$ cat config.mk
export PLATFORM = sky130hd
export DESIGN_NAME = shift_left_2
export DESIGN_NICKNAME = d
export VERILOG_FILES = /design/src/rtl/shift_left_2.sv
export SDC_FILE = /design/constraint.sdc
export NUM_CORES = 1
export LEC_CHECK = 0
export ABC_CLOCK_PERIOD_IN_PS = 1650
export CORE_MARGIN = 2
export CORE_UTILIZATION = 37
export CTS_CLUSTER_DIAMETER = 200
export DETAILED_ROUTE_END_ITERATION = 10
export PLACE_DENSITY = 0.84
export SYNTH_ARGS = -nofsm -noshare
export SYNTH_HDL_FRONTEND = slang
export SYNTH_SLANG_ARGS = --single-unit
$ cat constraint.sdc
create_clock -name clk -period 1.65 [get_ports clk]
set_clock_uncertainty 0.05 [all_clocks]
set_input_delay 0.165 -clock clk [delete_from_list [all_inputs] [get_ports clk]]
set_output_delay 0.165 -clock clk [all_outputs]
set_load 0.05 [all_outputs]
$ cat src/rtl/shift_left_2.sv
// ============================================================================
// shift_left_2 : fixed logical left shift with registered result and overflow
// Rev 1.0 - initial release
// ============================================================================
`default_nettype none

module shift_left_2 #(
  parameter int WIDTH = 16,
  parameter int SHIFT = 2
) (
  input  logic             clk,
  input  logic             reset,
  input  logic [WIDTH-1:0] a,
  input  logic             in_valid,
  input  logic             clr_sticky,
  output logic [WIDTH-1:0] y,
  output logic [WIDTH-1:0] y_q,
  output logic             out_valid,
  output logic [SHIFT-1:0] shout_q,
  output logic             ovf_q,
  output logic             ovf_sticky
);

  logic [SHIFT-1:0] w_shout;
  logic             w_ovf;

  logic [WIDTH-1:0] y_d;
  logic             out_valid_d;
  logic [SHIFT-1:0] shout_d;
  logic             ovf_d;
  logic             ovf_sticky_d;
  logic             ovf_sticky_q;

  // Bits pushed past the MSB are kept so overflow is visible downstream.
  assign w_shout = a[WIDTH-1 -: SHIFT];
  assign w_ovf   = |w_shout;
  assign y       = {a[WIDTH-1-SHIFT:0], {SHIFT{1'b0}}};

  always_comb begin
    y_d          = y_q;
    shout_d      = shout_q;
    ovf_d        = ovf_q;
    out_valid_d  = in_valid;
    ovf_sticky_d = ovf_sticky_q;
    if (in_valid) begin
      y_d     = y;
      shout_d = w_shout;
      ovf_d   = w_ovf;
    end
    // Clear wins over a coincident overflowing input.
    if (clr_sticky) begin
      ovf_sticky_d = 1'b0;
    end else if (in_valid && w_ovf) begin
      ovf_sticky_d = 1'b1;
    end
  end

  always_ff @(posedge clk) begin
    if (reset) begin
      y_q          <= '0;
      shout_q      <= '0;
      ovf_q        <= 1'b0;
      out_valid    <= 1'b0;
      ovf_sticky_q <= 1'b0;
    end else begin
      y_q          <= y_d;
      shout_q      <= shout_d;
      ovf_q        <= ovf_d;
      out_valid    <= out_valid_d;
      ovf_sticky_q <= ovf_sticky_d;
    end
  end

  assign ovf_sticky = ovf_sticky_q;

endmodule

`default_nettype wire

==> results of run 1 <==
-- cell usage after synthesis --
cell type  count
buf_2          1
conb_1         1
buf_6          2
nor3_1         1
nor2_2         1
buf_4         19
nor4_2         1
nor2b_1        1
nor2_1        18
dfxtp_1       19
a211oi_2       1
mux2i_1       16
-- per-stage QoR --
stage / std cells / power (µW) / instance area, µm² / hold WS [ns] / util (%)
3_5_place_dp: 144 / 938.9 / 1344 / 0.4366 / 62.55
4_1_cts: 148 / 1165 / 1370 / 0.3782 / 63.77
5_1_grt: 148 / 1196 / 1370 / 0.3919 / 63.77
2_1_floorplan: 84 / 783.4 / 835.8 / 0.1860 / -
6_report: 148 / 1146 / 1370 / 0.3878 / 63.77
3_3_place_gp: 144 / 932.0 / 1344 / 0.4286 / 62.55
-- routing by layer --
metal	track usage (%)	vias to the layer above	part of all wire [%]
met5	0	-	0
met1	14.67	292	36
met2	28.35	32	51
met4	13.51	0	5.5
met3	4.094	10	7.5
li1	-	319	-
-- sequential cells by signal, indices dropped and copies added, names as in the netlist --
name	cells
ovf_q	1
y_q	14
out_valid	1
ovf_sticky	1
shout_q	2
-- layout by cell type (no fill, tap or decap) --
cell type / count
a211oi_2: 1
buf_12: 15
buf_4: 19
clkbuf_1: 1
clkbuf_4: 3
clkdlybuf4s50_1: 20
conb_1: 4
dfxtp_1: 19
mux2i_1: 16
nor2_1: 18
nor2_2: 1
nor2b_1: 1
nor3_1: 1
nor4_2: 1
-- where the power goes --
part	internal, µW	switching [µW]	total [µW]
Clock	93.9	126	220
Combinational	173	253	426
Sequential	486	14.1	500
-- kinds of logic after synthesis --
kind of cell    Yosys count  synth area share, %
flops                    19                46.13
simple gates             22                11.84
other cells               1               0.4548
compound gates            1                1.517
buf+inv                  22                20.64
mux                      16                19.42
-- how the worst max path moves through the flow --
stage	startpoint	endpoint	slack, ns	cells after the start
floorplan	ovf_sticky	ovf_sticky	0.56	2
global placement	out_valid	out_valid	0.36	1
detailed placement	in_valid	y_q[2]	0.34	4
CTS	out_valid	out_valid	0.03	1
global route	out_valid	out_valid	0.008	1
finish	out_valid	out_valid	0.05	1
-- layout make-up --
type                    instances  area (µm²)
clock buffers                   4       26.28
fillers                       173       778.2
multi-input cells              43       285.3
flip-flops and latches         19       380.4
well taps                      28       35.03
repair buffers                 54       643.1
==> impl_results.md, run 1 <==
- Post-synth design cell area: 824.5 µm²
- CTS tree: done
- Maximum number of pins on one net before global-route repair: 21
- Worst-Skew Late Latency: 0.28 ns
- HP Class: in -> reg
- Number of buffers created by CTS: 3
- Mean instance size in the synthesized netlist: 10.18 µm²
- Number of detailed-route iterations in the first pass: 2
- Reg2Reg Launch Point: ovf_sticky
- Number of standard cells after synthesis: 81
- Number of setup buffers added after CTS: 0
- Type of element launching the critical path: flip-flop
- Vert. Die Dim: 51.21 µm
- Library cell with the largest summed area after synthesis: dfxtp_1
- Total number of vias: 653
- Area share of the largest cell type after synthesis: 46.13%
- RSZ-0062 raised after global routing: no
- Run status: complete, no violations
- Antenna diodes: 0
- Clock-pin slew of the registers on the worst-case setup and hold paths: 0.10 ns
- Number of gates given a new drive strength after cts: 0
- Effective utilization at floorplan: 38.38%
- Number of antenna violations at the first check in global routing: 0
- Layout area overhead: 66.16%
- Cell Pwr Density: 836.1 mW/mm²
- End of the worst register-to-register path: ovf_sticky
- Post-layout minimum cycle time: 1.602 ns
- Buffer levels on the longest clock path: 2
- Number of maximum-capacitance violations: 0
- CP top delay family: buffers and inverters
- Worst path bufs/invs: 1
- Proportion of layout cells with a drive suffix above 1: 33.33%
- Remaining DRCs: 0
- Die Wd: 51.21 µm
- P_leak: 0.0006390 µW
- Crit path DAT: 1.39 ns
- Post-placement setup slack: 0.3377 ns
- Cell Rows: 17
- Routability cong.: 0.6730
- Fmax achieved: 0.6241 GHz
- Ordered list of cells on the worst path: clkdlybuf4s50_1
- Floorplan die area: 0.002622 mm²
- Max IR drop VDD: 0.5305 mV
- GRT Total Usage: 15.80%
- Ports: 57
- Critical path's largest stage delay: 0.79 ns
- Cell depth of the worst min-delay path: 2
- Hold wc startpoint: clr_sticky
- Max-slew violation count: 0
- Worst R2R Setup Slack: 0.87 ns
- Via density: 4.412
- Setup WS post-layout: 0.04781 ns
- Worst hold path endpoint: ovf_sticky
- Count of endpoints failing setup in the final report: 0
- Grt total ovfl: 0
- CP endpoint kind: output pin
- Floorplan Core Area: 0.002148 mm²
- Critical path class: reg -> out
- Remaining number of nets flagged by the antenna check after routing: 0
- Flop and latch count out of synthesis: 19
- Drt total wl: 1809 µm
- Placed wire-length estimate after detailed placement: 1453 µm
- DRT iter0 DRCs: 6
- Synth top area cells: dfxtp_1 (46%), mux2i_1 (19%), buf_4 (17%)
- Portion of the clock cycle consumed by the worst path in the final layout: 97.10%
- Number of failing hold endpoints at the final stage: 0
- Distinct cell type count of the synthesized netlist: 12
- Number of global-route vias before repair: 695
- CTS HTree Levels: 1
- Buffers added on ports: 52
- Drt wl/cell: 12.22 µm
- Setup TNS: 0 ns
- Number of warnings printed during yosys synthesis: 0
- Clock sink count: 19
- Sequential share of the synthesized area: 46.13%
- Reg2Reg Depth: 2
- Worst EP required: 1.43 ns
- Wire length of the first global-routing pass: 3001 µm
- CP Max Fanout: 1
- Master of the slowest instance on the critical path: clkdlybuf4s50_1
- Post-layout net count: 141
- Total of hold buffers inserted after clock tree synthesis: 0
- CTS Root Cell: clkbuf_4
Note: power is estimated with default switching activity, not from simulation.
==> run 2, diff against run 1 <==
- CAP_MARGIN: unset -> 20
- HOLD_SLACK_MARGIN: unset -> 0.12
- TNS_END_PERCENT: unset -> 1
==> results of run 2 <==
No change in the layout: final DEF, timing and power equal those of run 1.
